<file path="config.mk">
export PLATFORM = sky130hd
export DESIGN_NAME = sweep_addr_gen
export DESIGN_NICKNAME = d
export VERILOG_FILES = /design/src/rtl/sweep_addr_gen.sv
export SDC_FILE = /design/constraint.sdc
export NUM_CORES = 1
export LEC_CHECK = 0
export CORE_UTILIZATION = 52
export DETAILED_ROUTE_END_ITERATION = 10
export PLACE_DENSITY = 0.88
export SLEW_MARGIN = 10
export SYNTH_ARGS = -nofsm -noshare
export SYNTH_HDL_FRONTEND = slang
export SYNTH_SLANG_ARGS = --single-unit
</file>
<file path="constraint.sdc">
create_clock -name clock -period 2.3 [get_ports clock]
set_clock_uncertainty 0.1 [all_clocks]
set_input_delay 0.46 -clock clock [delete_from_list [all_inputs] [get_ports clock]]
set_output_delay 0.46 -clock clock [all_outputs]
set_load 0.05 [all_outputs]
</file>
<file path="src/rtl/sweep_addr_gen.sv">
// -----------------------------------------------------------------------------
// sweep_addr_gen
//
// Turns a sweep trigger into one A-line of RAM writes. A rising edge of trig,
// seen while enable is high and the block is idle, optionally waits `delay`
// cycles, then writes NSAMPLES consecutive addresses starting at 0. The block
// then pulses line_done and flips the ping-pong bank. Edges that arrive while
// a line is in flight are dropped and latch the sticky overrun flag.
//
// Optional build macro:
//   TRIG_SYNC_EN  - pass trig through a two-flop synchroniser before edge
//                   detection (trig may then be asynchronous; +2 cycles).
//
// Parameters:
//   ADDR_W    - width of the sample write address
//   NSAMPLES  - samples written per line (1 .. 2**ADDR_W)
//   DLY_W     - width of the trigger-to-acquisition delay
//
// Ports:
//   clock      in   sole clock, rising edge
//   reset_n    in   asynchronous active-low reset
//   enable     in   arms acceptance of new triggers
//   trig       in   sweep trigger (level, rising edge starts a line)
//   delay      in   cycles from accepted edge to first write
//   clr_ovr    in   synchronous clear of overrun
//   addr       out  RAM write address (0 whenever wren is low)
//   wren       out  RAM write enable
//   bank       out  ping-pong buffer select for the line being written
//   busy       out  high while waiting out the delay or acquiring
//   line_done  out  one-cycle pulse after the last write of a line
//   overrun    out  sticky: a trigger was lost while busy
// -----------------------------------------------------------------------------
module sweep_addr_gen #(
  parameter int ADDR_W   = 11,
  parameter int NSAMPLES = 1024,
  parameter int DLY_W    = 8
) (
  input  logic              clock,
  input  logic              reset_n,
  input  logic              enable,
  input  logic              trig,
  input  logic [DLY_W-1:0]  delay,
  input  logic              clr_ovr,
  output logic [ADDR_W-1:0] addr,
  output logic              wren,
  output logic              bank,
  output logic              busy,
  output logic              line_done,
  output logic              overrun
);

  generate
    if (NSAMPLES < 1 || NSAMPLES > (1 << ADDR_W)) begin : g_bad_nsamples
      $error("sweep_addr_gen: NSAMPLES must be in 1 .. 2**ADDR_W");
    end
  endgenerate

  localparam logic [1:0] S_IDLE  = 2'd0;
  localparam logic [1:0] S_DELAY = 2'd1;
  localparam logic [1:0] S_ACQ   = 2'd2;

  localparam logic [ADDR_W-1:0] ADDR_LAST = ADDR_W'(NSAMPLES - 1);
  localparam logic [ADDR_W-1:0] ADDR_ONE  = ADDR_W'(1);
  localparam logic [DLY_W-1:0]  DLY_ONE   = DLY_W'(1);

  logic [1:0]        r_state;
  logic [DLY_W-1:0]  r_dly_cnt;
  logic [ADDR_W-1:0] r_addr;
  logic              r_wren;
  logic              r_bank;
  logic              r_busy;
  logic              r_line_done;
  logic              r_overrun;
  logic              r_trig_q;
  logic              r_armed;

  logic              w_trig;      // trigger as seen by the edge detector
  logic              w_trig_vld;  // w_trig reflects a real post-reset sample
  logic              w_edge;
  logic              w_start;
  logic              w_drop;

`ifdef TRIG_SYNC_EN
  logic [1:0] r_sync;
  logic [1:0] r_sync_vld;

  // Two-flop synchroniser. The parallel valid chain marks when the second
  // stage holds a genuine sample of trig rather than its reset value.
  always_ff @(posedge clock or negedge reset_n) begin
    if (!reset_n) begin
      r_sync     <= 2'b00;
      r_sync_vld <= 2'b00;
    end else begin
      r_sync     <= {r_sync[0], trig};
      r_sync_vld <= {r_sync_vld[0], 1'b1};
    end
  end

  assign w_trig     = r_sync[1];
  assign w_trig_vld = r_sync_vld[1];
`else
  assign w_trig     = trig;
  assign w_trig_vld = 1'b1;
`endif

  // r_armed stays low after reset until trig has been seen low, so a trigger
  // that is already high when reset releases cannot masquerade as an edge.
  assign w_edge  = w_trig & ~r_trig_q & r_armed;
  assign w_start = w_edge & enable & (r_state == S_IDLE);
  assign w_drop  = w_edge & (r_state != S_IDLE);

  // NOTE: sequential state is updated with non-blocking assignments so every
  // flop samples pre-edge values regardless of statement order.
  always_ff @(posedge clock or negedge reset_n) begin
    if (!reset_n) begin
      r_trig_q <= 1'b0;
      r_armed  <= 1'b0;
    end else begin
      r_trig_q <= w_trig;
      r_armed  <= r_armed | (w_trig_vld & ~w_trig);
    end
  end

  // A drop in the same cycle as a clear leaves the flag set.
  always_ff @(posedge clock or negedge reset_n) begin
    if (!reset_n) begin
      r_overrun <= 1'b0;
    end else if (w_drop) begin
      r_overrun <= 1'b1;
    end else if (clr_ovr) begin
      r_overrun <= 1'b0;
    end
  end

  // Line sequencer. Outputs are registered alongside the state so they change
  // in the same cycle as the state they describe.
  always_ff @(posedge clock or negedge reset_n) begin
    if (!reset_n) begin
      r_state     <= S_IDLE;
      r_dly_cnt   <= '0;
      r_addr      <= '0;
      r_wren      <= 1'b0;
      r_bank      <= 1'b0;
      r_busy      <= 1'b0;
      r_line_done <= 1'b0;
    end else begin
      r_line_done <= 1'b0;
      case (r_state)
        S_IDLE: begin
          if (w_start) begin
            r_busy <= 1'b1;
            if (delay == '0) begin
              r_state <= S_ACQ;
              r_wren  <= 1'b1;
              r_addr  <= '0;
            end else begin
              r_state   <= S_DELAY;
              r_dly_cnt <= delay;
            end
          end
        end

        S_DELAY: begin
          // Counter value d in the first DELAY cycle gives exactly d DELAY
          // cycles before the first write.
          r_dly_cnt <= r_dly_cnt - DLY_ONE;
          if (r_dly_cnt == DLY_ONE) begin
            r_state <= S_ACQ;
            r_wren  <= 1'b1;
            r_addr  <= '0;
          end
        end

        S_ACQ: begin
          if (r_addr == ADDR_LAST) begin
            r_state     <= S_IDLE;
            r_wren      <= 1'b0;
            r_addr      <= '0;
            r_busy      <= 1'b0;
            r_line_done <= 1'b1;
            r_bank      <= ~r_bank;
          end else begin
            r_addr <= r_addr + ADDR_ONE;
          end
        end

        default: begin
          r_state <= S_IDLE;
          r_wren  <= 1'b0;
          r_addr  <= '0;
          r_busy  <= 1'b0;
        end
      endcase
    end
  end

  assign addr      = r_addr;
  assign wren      = r_wren;
  assign bank      = r_bank;
  assign busy      = r_busy;
  assign line_done = r_line_done;
  assign overrun   = r_overrun;

endmodule

</file>
==> impl_summary.txt, run 1 <==
----------------------------------------------------
[Status]
  Status ... complete, but fails checks
  Violations in the final reports ... design-rule violations

[Critical path]
  Launch point of the worst reg-to-reg path ... addr[0]$_DFFE_PN0P_
  Critical path buffers and inverters ... 1
  Sequence of cells on the critical path ... clkdlybuf4s50_1
  Setup slack of the most critical reg-to-reg path ... about 0.25 ns
  Critical-path maximum fanout ... 7
  Top delay family on crit path ... buffers and inverters
  Arrival time of the worst setup path ... 1.66 ns
  Cell with the biggest individual delay on the critical path ... clkdlybuf4s50_1
  Biggest cell delay along the critical path ... 0.85 ns
  Kind of capture point of the worst setup path ... output port
  Beginning of the critical path ... addr[7]$_DFFE_PN0P_
  Critical path startpoint category ... flop
  CP Class ... flop to output port
  Critical path required time ... 1.74 ns

[Die]
  Height of the die ... 57.5 um
  Starting Density ... 56.7%
  Die outline width ... 57.5 um
  Core Rows ... 19
  Core region area ... 2830 um^2
  Die Outline Area ... 3310 um^2
  I/O pin total ... 29

[Power and ir drop]
  Post-route total power ... 2.24 mW
  Leakage power ... approximately 0.88 nW
  P per Cell Area ... 1100 nW/um^2
  Worst IR drop on VDD ... 0.841 mV

[GRT]
  Global-route wire length before repair ... 6270 um
  Number of global-route vias before repair ... approximately 1400
  Gr ovfl total ... 0
  Antenna violations before repair ... 0
  Maximum number of pins on one net before global-route repair ... 29
  Tot GR Track Use ... 24.3%

[Detailed routing]
  Via density per instance ... 6.07
  Vias after detailed routing ... 1397
  Routed wire length ... 3660 um
  DRT iter0 DRCs ... a little under 50
  Final ANT Viol Nets ... 0
  DRC violation count after routing ... 2
  Pre-Repair DR Iteration Count ... 7
  Wire length per cell ... 15.9 um

[Synthesis]
  Synthesized Nets ... 175
  Post-Synthesis Mean Instance Area ... between 10 and 15 um^2
  Synthesis warning total ... 0
  Most used DFF post-synth ... dfrtp_1
  Number of distinct library cell variants in the gate-level netlist after synthesis ... 56
  Async set-or-reset flop fraction in the synthesized netlist ... between 90% and 100%
  Largest area contributor in the netlist ... dfrtp_1
  Post-Syn Area ... roughly 1600 um^2
  Number of flip-flops and latches in the synthesized netlist ... 28
  Sequential fraction of the synthesis area ... 43.7%
  Post-synth top area share ... 43.7%
  Leading post-synthesis cells by cell area ... dfrtp_1 44%, nor2_1 2.8%, nor4_4 2.7%
  Number of cells produced by synthesis ... ~160
  Number of enable flip-flop cells after synthesis ... 0

[Place]
  Area after detailed placement ... 1990 um^2
  Global placer's final weighted congestion ... between 0.8 and 0.9
  Number of I/O port buffers ... 28
  Cell count after placement ... around 230
  HPWL reported at the end of detailed placement ... 2710 um

[Clock tree]
  Latest clock arrival within the worst-skew pair ... 0.32 ns
  Clock Sinks ... 28
  Deepest clock path buffer count ... 2
  Post-CTS sizing ... 0
  Number of buffers inserted for hold repair after clock tree synthesis ... 0
  TritonCTS clock tree ... done
  Count of buffers added by post-CTS timing repair for setup ... 0
  CTS root buf ... clkbuf_4
  Clock buffers created by TritonCTS ... 3
  Maximum level of the CTS H-tree ... 1
  Clock slew seen by the registers of the worst setup and hold paths ... 0.15 ns

[Timing]
  Final period demand of the worst path ... 2.22 ns
  Count of endpoints failing hold in the final timing report ... 0
  Unrepaired setup endpoints after global routing ... no
  Tightest Pin Transition ... 0.533 ns
  Slew HR ... 64.4%
  Final-report setup violation count ... 0
  Final number of max-transition violations ... 0
  Timing-limited maximum frequency ... ~450 MHz
  Share of the clock period used by the worst path after layout ... 96.6%

[Cells and area]
  Finished layout cell area ... 2030 um^2
  Final-stage net count ... 216
  Layout Utilization ... 71.6%
  Antenna fix cells ... 0
  Final std cells w/o fill ... 230
  Fraction of layout cells with a size suffix above 1 ... 16.1%
  Area delta synth->final ... 26.5%

[Hold path]
  HP Class ... flop to flop
  HP Start ... bank$_DFFE_PN0P_

[Job]
  Max capacitance violation total ... 0

----------------------------------------------------
[Yosys cell counts (all sizes together), types with 3 or more instances]
cell type and n:
a2bb2oi 3, a211o 3, buf 3, nand4 3, dfrtp 28, nor3 4
nor2 12, nor4 4, a21o 3, a21oi 8, a211oi 3, a22o 4
ha 3, a31oi 3, nand2 8, a21boi 3, nand3 7, nand2b 3
and3 3, o21ai 8, inv 8
[layer usage]
layer	global-route usage (%)	vias up	share of wire [%]	wire length (um)
li1	-	684	-	-
met1	31.4	679	46	1690
met2	41.0	28	49	1790
met3	3.63	6	3.4	125
met4	9.41	0	1.5	56
met5	0	-	0	0
[worst paths after layout]
check,endpoint,depth (start not counted)
max,addr[7],1
min,bank$_DFFE_PN0P_,1
max reg2reg,addr[7]$_DFFE_PN0P_,5
min reg2reg,bank$_DFFE_PN0P_,1
max in group asynchronous,r_state[0]$_DFFE_PN0P_,2
min in group asynchronous,addr[0]$_DFFE_PN0P_,2
[sequential cells by signal, summed over array words and instances (netlist names)]
| name | count |
|---|---|
| addr | 11 |
| overrun | 1 |
| r_state | 2 |
| r_armed | 1 |
| bank | 1 |
| r_dly_cnt | 8 |
| wren | 1 |
| line_done | 1 |
| r_trig_q | 1 |
| busy | 1 |
[layout make-up]
class,instances,area [um^2]
sequential,28,701
tap,31,38.8
timing repair buffer,41,380
multi-input combinational,118,841
inverter,8,30.0
fill,225,802
clock buffer,4,36.3
[kinds of logic (layout without fill, tap and decap cells)]
logic type,count (synthesis),count (layout),synth area share [%]
mux,3,3,1.95
xor+xnor,3,3,1.64
buf+inv,13,53,3.83
flops,28,28,43.7
fa+ha+maj,3,3,2.34
simple gates,52,52,20.1
compound gates,57,57,26.5
[cells in the final DEF (no fill, tap or decap), types with 7 or more instances in the layout]
| master | Yosys | routed |
|---|---|---|
| nor2_1 | 12 | 12 |
| clkdlybuf4s50_1 | 0 | 27 |
| dfrtp_1 | 28 | 28 |
| buf_4 | 1 | 13 |
| inv_1 | 8 | 8 |
| nand2_1 | 7 | 7 |
| nand3_1 | 7 | 7 |
| a21oi_1 | 8 | 8 |
| o21ai_0 | 8 | 8 |
[through the flow]
stage	TNS, ns	setup slack (ns)	hold slack, ns
floorplan	0	0.0720	0.0644
global placement	-0.0339	-0.0339	0.357
detailed placement	-0.104	-0.0775	0.359
CTS	0	0.0201	0.383
global route	0	0.0225	0.417
finish	0	0.0776	0.383
[power by group]
group          total (mW)  switching (mW)  internal, mW  leakage, nW
logic                1.17           0.667         0.507        0.510
registers           0.828           0.196         0.632        0.352
clock network       0.235           0.139        0.0967       0.0210
total                2.24            1.00          1.24        0.883
(Power assumes the default switching activity.)
==> run 2: changes to the inputs <==
--- a/config.mk
+++ b/config.mk
@@ -8,6 +8,7 @@
 export CORE_UTILIZATION = 52
 export DETAILED_ROUTE_END_ITERATION = 10
 export PLACE_DENSITY = 0.88
+export SETUP_SLACK_MARGIN = 0.2
 export SLEW_MARGIN = 10
 export SYNTH_ARGS = -nofsm -noshare
 export SYNTH_HDL_FRONTEND = slang
==> run 2 against run 1 <==
The run still ends with design-rule violations left; register-to-register slack worse by 0.03 ns; clock-buffer cell count unchanged; critical path depth increased by 5; flip-flop and latch count stayed put; setup slack improved by 0.14 ns; total power is 2.7% lower; combinational power is essentially flat; via count is 5.9% higher; final cell count up 0.87%; first-iteration DRC count increased to 2.7 times the previous value; die area did not move; largest power group unchanged.
==> impl_summary.txt, run 2 (synthesis gave the netlist of run 1 again) <==
----------------------------------------------------
[Status]
  Status ... complete, but fails checks
  Violations in the final reports ... design-rule violations

[Detailed routing]
  Vias after detailed routing ... 1479
  DRC violation count after routing ... 2
  Via density per instance ... ~6.4
  Final ANT Viol Nets ... 0
  Wire length per cell ... 16.7 um
  DRT iter0 DRCs ... 130
  Routed wire length ... 3870 um
  Pre-Repair DR Iteration Count ... 7

[GRT]
  Antenna violations before repair ... 0
  Global-route wire length before repair ... 6380 um
  GRT met3 Usage ... 2.95%
  Tot GR Track Use ... about a quarter
  Number of global-route vias before repair ... 1460
  M2 GR Usage ... 43.5%
  Maximum number of pins on one net before global-route repair ... 29
  Met1 Resource Use GR ... 31.0%
  Most Used Layer, Global Route ... met2
  Gr ovfl total ... 0

[Die]
  Core region area ... 2830 um^2
  Die outline width ... 57.5 um
  Die Outline Area ... 3310 um^2
  Height of the die ... roughly 58 um
  I/O pin total ... 29
  Starting Density ... a little under three fifths
  Core Rows ... 19

[Timing]
  Tightest Pin Transition ... 0.530 ns
  Share of the clock period used by the worst path after layout ... about nine tenths
  Final number of max-transition violations ... 0
  Slew HR ... 64.3%
  Timing-limited maximum frequency ... 480 MHz
  Unrepaired setup endpoints after global routing ... no
  Final-report setup violation count ... 0
  Final period demand of the worst path ... about 2.1 ns
  Worst setup margin ... 0.218 ns
  Count of endpoints failing hold in the final timing report ... 0

[Critical path]
  CP Class ... flop to flop
  Arrival time of the worst setup path ... 2.18 ns
  Beginning of the critical path ... r_dly_cnt[0]$_DFFE_PN0P_
  End of the critical path ... r_dly_cnt[6]$_DFFE_PN0P_
  Critical path startpoint category ... flop
  Setup slack of the most critical reg-to-reg path ... 0.22 ns
  Critical path required time ... 2.40 ns
  Launch point of the worst reg-to-reg path ... r_dly_cnt[0]$_DFFE_PN0P_
  Worst R2R Path Depth ... 6
  Kind of capture point of the worst setup path ... flop
  Critical-path maximum fanout ... 5
  Endpoint of the most critical register-to-register path ... r_dly_cnt[6]$_DFFE_PN0P_

[Cells and area]
  Final-stage net count ... ~220
  Reg area ... 704 um^2
  Antenna fix cells ... 0
  Fraction of layout cells with a size suffix above 1 ... between 10% and 20%
  Area delta synth->final ... 26.4%
  Area occupied by multi-input gates ... 841 um^2
  Most frequent standard cell in the layout excluding fill and tap cells ... dfrtp_1
  Number of flip-flops in the largest register ... 11
  Finished layout cell area ... between 2000 and 2500 um^2
  Final std cells w/o fill ... 232
  Commonest cells after routing, fill and taps aside ... 25 x dfrtp_1, 15 x buf_4, 13 x clkdlybuf4s50_1, 12 x nor2_1, 12 x dlygate4sd2_1
  Layout Utilization ... a little under three quarters
  Total of fill cells in the finished design ... ~210

[Hold path]
  HP Class ... flop to flop
  HP Start ... bank$_DFFE_PN0P_

[Clock tree]
  Latest clock arrival within the worst-skew pair ... 0.32 ns
  TritonCTS clock tree ... done
  CTS root buf ... clkbuf_4
  Maximum level of the CTS H-tree ... 1
  Clock Sinks ... 28
  Deepest clock path buffer count ... 2
  Clock slew seen by the registers of the worst setup and hold paths ... 0.15 ns
  Clock buffers created by TritonCTS ... 3
  Number of buffers inserted for hold repair after clock tree synthesis ... 0

[Power and ir drop]
  Leakage power ... 0.957 nW
  Worst IR drop on VDD ... 0.698 mV
  P per Cell Area ... 1070 nW/um^2

[Place]
  Area after detailed placement ... roughly 2000 um^2
  Cell count after placement ... 227
  Number of I/O port buffers ... 28
  Global placer's final weighted congestion ... 0.886
  Pre-CTS setup slack ... -0.0855 ns
  HPWL reported at the end of detailed placement ... about 2800 um

[Job]
  Max capacitance violation total ... 0

----------------------------------------------------
## run 2: cell types whose count changed in the layout (fill, tap and decap cells not counted), moves of 2 or more
cell,previous run,this run
clkdlybuf4s50_1,27,13
dfrtp_1,28,25
dfrtp_2,0,3
dlymetal6s2s_1,1,3
dlygate4sd2_1,0,12
buf_4,13,15
## run 2: where the power goes
| group | internal, mW | switching, mW | leakage [nW] |
|---|---|---|---|
| registers | 0.635 | 0.192 | 0.348 |
| clock network | 0.0677 | 0.132 | 0.0150 |
| logic | 0.481 | 0.669 | 0.594 |
## run 2: stage by stage
stage | hold WS, ns | power [mW] | TNS [ns]
2_1_floorplan | 0.0644 | 1.59 | 0
3_3_place_gp | 0.355 | 1.96 | -0.0291
3_5_place_dp | 0.363 | 1.99 | -0.126
4_1_cts | 0.393 | 2.17 | 0
5_1_grt | 0.404 | 2.31 | 0
6_report | 0.379 | 2.18 | 0
## run 2: worst max-delay path, stage by stage, from the launching register on
cell and delay (ns):
dfrtp_1 0.45, inv_1 0.10, ha_1 0.22, or3b_2 0.51, o31ai_1 0.29, o211ai_1 0.15
o2bb2ai_1 0.15
## run 2: worst min-delay path by stage
stage | end | slack (ns) | cells past startpoint
finish | bank$_DFFE_PN0P_ | 0.38 | 1
global route | bank$_DFFE_PN0P_ | 0.40 | 1
CTS | bank$_DFFE_PN0P_ | 0.39 | 1
detailed placement | bank$_DFFE_PN0P_ | 0.36 | 1
global placement | bank$_DFFE_PN0P_ | 0.36 | 1
floorplan | addr[0]$_DFFE_PN0P_ | 0.06 | 0
## run 2: repair_timing
| action | CTS | global route |
|---|---|---|
| endpoints found under the setup margin | 12 | 5 |
| buffers inserted | 0 | 1 |
| pin swaps | 0 | 2 |
| resized for setup | 12 | 3 |
## run 2: layout make-up
class,count,share of cell area [%]
Multi-Input combinational cell,118,41.5
Sequential cell,28,34.8
Timing Repair Buffer,43,19.0
Tap cell,31,1.91
Inverter,8,1.48
Clock buffer,4,1.30
## run 2: metal layers
layer	up-vias	part of all wire (%)
met5	-	0
met4	0	0.80
met3	4	5.4
met2	72	51
met1	710	43
li1	693	-
==> run 3: changes to the inputs <==
--- a/config.mk
+++ b/config.mk
@@ -5,6 +5,7 @@
 export SDC_FILE = /design/constraint.sdc
 export NUM_CORES = 1
 export LEC_CHECK = 0
+export CAP_MARGIN = 30
 export CORE_UTILIZATION = 52
 export DETAILED_ROUTE_END_ITERATION = 10
 export PLACE_DENSITY = 0.88
==> results of run 3 <==
No change in the layout: final DEF, timing and power equal those of run 2.
